===== src/rtl/hc_sr04_responder.sv =====
// Sensor-side model of the HC-SR04 ranging interface: answers a valid trig
// pulse with an echo pulse whose width is taken from echo_len.
module hc_sr04_responder #(
  parameter int MIN_TRIG  = 1000,
  parameter int BURST_DLY = 20000,
  parameter int ECHO_MAX  = 3800000,
  parameter int REARM     = 1000
) (
  input  logic        clk,
  input  logic        rst,
  input  logic        i_enable,
  input  logic        i_trig,
  input  logic [21:0] i_echo_len,
  output logic        o_echo,
  output logic        o_busy,
  output logic        o_short_trig,
  output logic        o_echo_done,
  output logic [2:0]  o_state
);

  typedef enum logic [2:0] {
    IDLE      = 3'd0,
    TRIG_HIGH = 3'd1,
    BURST     = 3'd2,
    ECHO      = 3'd3,
    HOLDOFF   = 3'd4
  } state_t;

  localparam logic [21:0] MinTrigC  = 22'(MIN_TRIG);
  localparam logic [21:0] BurstDlyC = 22'(BURST_DLY);
  localparam logic [21:0] EchoMaxC  = 22'(ECHO_MAX);
  localparam logic [21:0] RearmC    = 22'(REARM);

  state_t      r_state, w_nextState;
  logic [21:0] r_cnt, w_nextCnt;
  logic [21:0] r_len, w_nextLen;
  logic        r_trigD;
  logic        r_echo, r_shortTrig, r_echoDone;
  logic        w_nextEcho, w_nextShort, w_nextDone;
  logic        w_rise;

  // Only a fresh edge starts a measurement, so a trig stuck high never retriggers
  assign w_rise = i_trig & ~r_trigD;

  always_ff @(posedge clk or posedge rst) begin
    if (rst) begin
      r_state     <= IDLE;
      r_cnt       <= '0;
      r_len       <= '0;
      r_trigD     <= 1'b0;
      r_echo      <= 1'b0;
      r_shortTrig <= 1'b0;
      r_echoDone  <= 1'b0;
    end else begin
      r_state     <= w_nextState;
      r_cnt       <= w_nextCnt;
      r_len       <= w_nextLen;
      r_trigD     <= i_trig;
      r_echo      <= w_nextEcho;
      r_shortTrig <= w_nextShort;
      r_echoDone  <= w_nextDone;
    end
  end

  always_comb begin
    w_nextState = r_state;
    w_nextCnt   = r_cnt;
    w_nextLen   = r_len;
    w_nextEcho  = 1'b0;
    w_nextShort = 1'b0;
    w_nextDone  = 1'b0;
    case (r_state)
      IDLE: begin
        if (w_rise && i_enable) begin
          w_nextState = TRIG_HIGH;
          w_nextCnt   = 22'd1;
        end
      end
      TRIG_HIGH: begin
        if (i_trig) begin
          if (r_cnt < MinTrigC) w_nextCnt = r_cnt + 22'd1;
        end else if (r_cnt >= MinTrigC) begin
          w_nextState = BURST;
          w_nextCnt   = 22'd1;
          // Zero or out-of-range lengths both mean "no object": use the timeout width
          w_nextLen   = (i_echo_len == 22'd0 || i_echo_len > EchoMaxC) ? EchoMaxC : i_echo_len;
        end else begin
          w_nextState = IDLE;
          w_nextCnt   = '0;
          w_nextShort = 1'b1;
        end
      end
      BURST: begin
        if (r_cnt == BurstDlyC) begin
          w_nextState = ECHO;
          w_nextCnt   = 22'd1;
          w_nextEcho  = 1'b1;
        end else begin
          w_nextCnt = r_cnt + 22'd1;
        end
      end
      ECHO: begin
        if (r_cnt == r_len) begin
          w_nextState = HOLDOFF;
          w_nextCnt   = 22'd1;
          w_nextDone  = 1'b1;
        end else begin
          w_nextCnt  = r_cnt + 22'd1;
          w_nextEcho = 1'b1;
        end
      end
      HOLDOFF: begin
        if (r_cnt == RearmC) begin
          w_nextState = IDLE;
          w_nextCnt   = '0;
        end else begin
          w_nextCnt = r_cnt + 22'd1;
        end
      end
      default: begin
        w_nextState = IDLE;
        w_nextCnt   = '0;
      end
    endcase
  end

  assign o_echo       = r_echo;
  assign o_short_trig = r_shortTrig;
  assign o_echo_done  = r_echoDone;
  assign o_busy       = (r_state != IDLE);
  assign o_state      = r_state;

endmodule

===== config.mk =====
export PLATFORM = sky130hd
export DESIGN_NAME = hc_sr04_responder
export DESIGN_NICKNAME = d
export VERILOG_FILES = /design/src/rtl/hc_sr04_responder.sv
export SDC_FILE = /design/constraint.sdc
export NUM_CORES = 1
export LEC_CHECK = 0
export ABC_AREA = 1
export ABC_CLOCK_PERIOD_IN_PS = 2400
export BUFFER_PORTS_ARGS = -buffer_cell sky130_fd_sc_hd__buf_4
export CELL_PAD_IN_SITES_DETAIL_PLACEMENT = 1
export CELL_PAD_IN_SITES_GLOBAL_PLACEMENT = 1
export CORE_MARGIN = 2
export CORE_UTILIZATION = 30
export CTS_BUF_LIST = sky130_fd_sc_hd__clkbuf_8
export DETAILED_ROUTE_END_ITERATION = 8
export GPL_TIMING_DRIVEN = 1
export PLACE_DENSITY = 0.56
export SLEW_MARGIN = 10
export SYNTH_ARGS = -nofsm -noshare
export SYNTH_HDL_FRONTEND = slang
export SYNTH_SLANG_ARGS = --single-unit

===== constraint.sdc =====
create_clock -name clk -period 2.4 [get_ports clk]
set_input_delay 0.48 -clock clk [delete_from_list [all_inputs] [get_ports clk]]
set_output_delay 0.48 -clock clk [all_outputs]
set_load 0.1 [all_outputs]

== Yosys cells after proc, flatten, opt, wreduce, memory -nomap -nowiden ==
Cells that the tools add are included.
Operators by class
  bitwise logic cells: 3
  equal/unequal tests: 13
  reductions and logical operators: 8
  muxes and demuxes: 24
  magnitude comparators: 3
  $add $sub $neg: 1
Operator list (count)
  2-to-1 mux 22 bit: 7
  one-hot mux 22 bit (5 select lines): 1
  adder 22 x 1 -> 22 bit (second input constant): 1
  == test 22 x 10 -> 1 bit (second input constant): 1
  == test 22 x 15 -> 1 bit (second input constant): 1
  == test 22 bit: 1
  greater-or-equal comparator 22 x 10 -> 1 bit (second input constant): 1
  greater-than comparator 22 bit (second input constant): 1
  logical NOT 22 bit: 1
  less-than comparator 22 x 10 -> 1 bit (second input constant): 1
  2-to-1 mux 3 bit: 5
  one-hot mux 3 bit (5 select lines): 1
  inequality test 2 bit (second input constant): 5
  2-to-1 mux 1 bit: 8
  == test 3 x 2 -> 1 bit (second input constant): 2
  AND reduction 5 bit: 1
  == test 3 x 1 -> 1 bit (second input constant): 1
  == test 3 bit (second input constant): 1
  logical NOT 3 bit: 1
  inequality test 3 bit (second input constant): 1
  AND reduction 3 bit: 1
  nonzero test 3 bit: 1
  2-to-1 mux 2 bit: 1
  inverter 1 bit: 2
  other kinds (5): 5
Storage, ports and cells
  word-level logic and storage cells: 59
  bits of input ports: 26
  output and inout port bits: 7
  flip-flop bits (word level): 51

== Longest topological paths before layout ==
  depth after elaboration: 5
  gate-level depth with buffers: 13
  gate-level depth less buffers: 12

== Worst setup path before layout ==
No wires, ideal clock.
  path kind: flip-flop to flip-flop
  start point: register r_state[2] (netlist: o_state[2])
  end point: register r_cnt[1]
  period minus slack after synthesis: 2835 ps
  slack: -435 ps
  arrival time: 2709 ps
  stages on the path, launching flop included: 10
  path through: dfrtp_1 > nor2_2 > nand2_1 > a31oi_2 > inv_1 > nand2_1 > buf_2 > a21oi_1 > nand3_1 > o21ai_0
Between the ends
  word-level cells in the longest chain between the ends: 3
  elaborated cells between the ends (all ways): 9
Ends and longest elaborated chain
  start, declared: line 34  | state_t r_state, w_nextState;
  start signal, assigned: line 55  | r_state <= w_nextState;
  == test 3 x 1 -> 1 bit / logical NOT 3 bit (equally long branches): line 72  | case (r_state)
  inequality test 3 bit (no line) / inequality test 2 bit (equally long branches)
  AND reduction 2 bit (no line)
  end signal, assigned: line 56  | r_cnt <= w_nextCnt;
  end, declared: line 35  | logic [21:0] r_cnt, w_nextCnt;
Several ways; a longest one is shown, not always the timed one.
A chain may end at the register's enable or synchronous reset.

== Worst setup path after layout ==
  start point: register r_cnt[0]
  end point: register r_cnt[15]
Between the ends
  word-level cells in the longest chain between the ends: 4
  elaborated cells between the ends (all ways): 13
Ends and longest elaborated chain
  adder 22 x 1 -> 22 bit
  2-to-1 mux 22 bit: line 81  | if (r_cnt < MinTrigC) w_nextCnt = r_cnt + 22'd1;
  2-to-1 mux 22 bit: line 80  | if (i_trig) begin
  one-hot mux 22 bit (5 select lines): line 72
Several ways; a longest one is shown, not always the timed one. The select of a mux whose other input is x is not followed.

==> impl_metrics.json <==
{
  "status": "completed",
  "grt.total_usage_pct": 17.9,
  "dp_slack_ps": 216,
  "p_comb_share_pct": 41.3,
  "p_clk_share_pct": 20.3,
  "min_path_type": "in2async",
  "synth_top_area_cell": "dfrtp_1",
  "num_vias": 3288,
  "path_max_fanout": 9,
  "synthesis.nets": 539,
  "irDropWorstVdd_mv": 0.287,
  "ys_ff_latch": 51,
  "drive_gt1_share_pct": 22.2,
  "first_pass_iters": 4,
  "placementRows": 39,
  "antenna_left": 0,
  "drc": 0,
  "critical_path.slowest_cell": "dfrtp_1",
  "critPathArrivalTime_ps": 2350,
  "cp-end-kind": "flip-flop",
  "leakagePower_nw": 2.11,
  "nFillCells": 1467,
  "swShare_pct": 42.4,
  "hold_viol_final": 0,
  "grt_pass1_vias": 3503,
  "die_h_um": 113,
  "multi_input_area_sq_mm": 0.00188,
  "gp_congestion": 0.820,
  "routed_wl_um": 10400,
  "start_util_pct": 31.0,
  "cts_tree": "done",
  "syn_area_sq_mm": 0.00359,
  "cp_slowest_stage_delay_ps": 440,
  "worst_pin_slew_ps": 528,
  "ios": 33,
  "ys_warn_count": 0,
  "cp_num_buf_inv": 1,
  "drt_iter0_markers": 76,
  "seqPwrFrac_pct": 38.4,
  "grt_max_degree": 29,
  "hold_ws_ps": 178,
  "wl_per_cell_um": 15.0,
  "rsz0062_at_grt": "no",
  "cts_sinks": 51,
  "cts_buffer_depth": 2,
  "diodes": 0,
  "critical-path-top-delay-family": "simple AND/OR/NAND/NOR gates",
  "netlist_instances": 511,
  "dpl.hpwl_um": 8350,
  "synth_edf_count": 0,
  "final_util_pct": 35.6,
  "cp.required_ps": 2630,
  "yosysSeqAreaShare_pct": 35.6,
  "core_area_sq_mm": 0.0116,
  "viasPerCell": 4.75,
  "synthDistinctLibCells": 39,
  "synthArstFlopShare_pct": 100,
  "slew_viol_final": 0,
  "max_freq_mhz": 471,
  "crit_chain": "inv_1, ha_1, nand3_1, nor2_1, nand3_1, nand2_1, nand2_1, nor2_4, nand2_2, nor2_2, nor2_1",
  "cts_post_setup_buffers_inserted": 0,
  "synth_top_flop_cell": "dfrtp_1",
  "layout.nets": 576,
  "p_switching_mw": 1.38,
  "skew_ps": 11.0,
  "cts.clk_slew.worst_paths_ps": 100,
  "htreeDepth": 2,
  "max_slew_margin_pct": 64.8,
  "power.internal_mw": 1.87,
  "post-route-min-period_ps": 2120,
  "ctsResizeCount": 0,
  "powerDensity_mw_per_mm2": 789,
  "syn_avg_cell_area_sq_um": 7.02,
  "tns_ps": 0,
  "timing.final.crit_share_pct": 88.4,
  "ctsRootBufferMaster": "clkbuf_8",
  "setup_viol": 0,
  "die_x_um": 113,
  "portBuffers": 32,
  "synth_top_area_share_pct": 35.6,
  "cap_violations": 0,
  "start_kind": "flip-flop",
  "ctsHoldBuffers": 0,
  "setup_ws_ps": 278,
  "synthToLayoutAreaGrowth_pct": 14.7,
  "regArea_sq_mm": 0.00128,
  "grt_pass1_wl_um": 18000,
  "overflow": 0,
  "synth_area_leaders": "dfrtp_1 36%, nand2_1 16%, inv_1 8.2%",
  "crit_type": "reg2reg",
  "cts_buffers": 5,
  "antenna_found_initial": 0,
  "clock_latency_ps": 340,
  "die-area_sq_mm": 0.0129
}
## routing by layer
metal	up-vias	wire length [um]	track usage [%]
met5	-	0	0
met2	33	5030	31.1
met1	1577	4910	23.0
met3	10	308	3.35
met4	0	159	4.88
li1	1668	-	-
## worst reg2reg max path, stage by stage (launching register included)
cell	delay [ps]
dfrtp_1	440
inv_1	180
ha_1	240
nand3_1	90
nor2_1	130
nand3_1	110
nand2_1	90
nand2_1	90
nor2_4	140
nand2_2	190
nor2_2	250
nor2_1	70
## through the flow
stage,instances,total power [mW],instance area (sq um)
6_report,692,3.25,4120
5_1_grt,692,3.56,4120
4_1_cts,692,3.32,4120
3_5_place_dp,684,2.64,4000
3_3_place_gp,684,2.60,4000
2_1_floorplan,511,2.26,3590
## cells in the mapped netlist (2+ instances only)
cell type	instances
a21oi_1	6
a21oi_2	2
buf_2	6
buf_6	4
dfrtp_1	51
ha_1	2
inv_1	78
inv_2	8
nand2_1	154
nand2_2	9
nand3_1	38
nand3_2	11
nand3_4	3
nand3b_1	2
nand4_1	10
nand4_2	2
nor2_1	47
nor2_2	10
nor2_4	7
nor3_1	7
nor4_1	2
o21ai_0	22
o21ai_2	8
o21bai_1	2
xor2_1	6
## power groups by stage
| stage | Sequential [mW] | Combinational [mW] | Clock [mW] |
|---|---|---|---|
| finish | 1.25 | 1.34 | 0.659 |
| floorplan | 1.31 | 0.944 | 0 |
| CTS | 1.25 | 1.37 | 0.696 |
| global route | 1.29 | 1.54 | 0.730 |
| detailed placement | 1.27 | 1.37 | 0 |
| global placement | 1.26 | 1.33 | 0 |
## area by class of cell
type / instances / share of cell area (%)
clock buffer: 6 / 2.01
clock inverter: 2 / 0.851
inverter: 87 / 8.05
multi-input combinational: 361 / 45.7
sequential: 51 / 31.1
tap: 143 / 4.35
timing repair buffer: 42 / 7.96
## flip-flops by register name, summed over array words and instances, names as in the netlist
signal        flops
r_cnt            22
o_short_trig      1
o_echo_done       1
r_trigD           1
o_state           3
o_echo            1
r_len            22
## final timing paths
kind	from	slack, ps	cells past startpoint	endpoint
max	r_cnt[0]$_DFFE_PP0P_	280	11	r_cnt[15]$_DFFE_PP0P_
min	rst	180	2	r_len[6]$_DFFE_PP0P_
max reg2reg	r_cnt[0]$_DFFE_PP0P_	280	11	r_cnt[15]$_DFFE_PP0P_
min reg2reg	r_len[20]$_DFFE_PP0P_	520	2	r_len[20]$_DFFE_PP0P_
max in group asynchronous	rst	1480	4	r_len[17]$_DFFE_PP0P_
min in group clk	i_trig	270	1	r_trigD$_DFF_PP0_
## logic make-up after synthesis
family	synth area share (%)
flops	35.6
xor+xnor	1.71
compound gates	8.16
buf+inv	12.1
fa+ha+maj	0.697
simple gates	41.8
## placed cells by master, fill, tap and decap left out, types with 6 or more instances in the layout
cell type  count
dfrtp_1       48
o21ai_2        8
inv_1         77
nor2_1        47
o21ai_0       22
nor2_2        10
clkbuf_8       6
nand3_2       11
nand2_1      153
inv_2          9
nor2_4         7
a21oi_1        6
xor2_1         6
nor3_1         7
buf_4         41
nand4_1       10
nand3_1       38
nand2_2       10
Note: power is estimated with default switching activity, not from simulation.
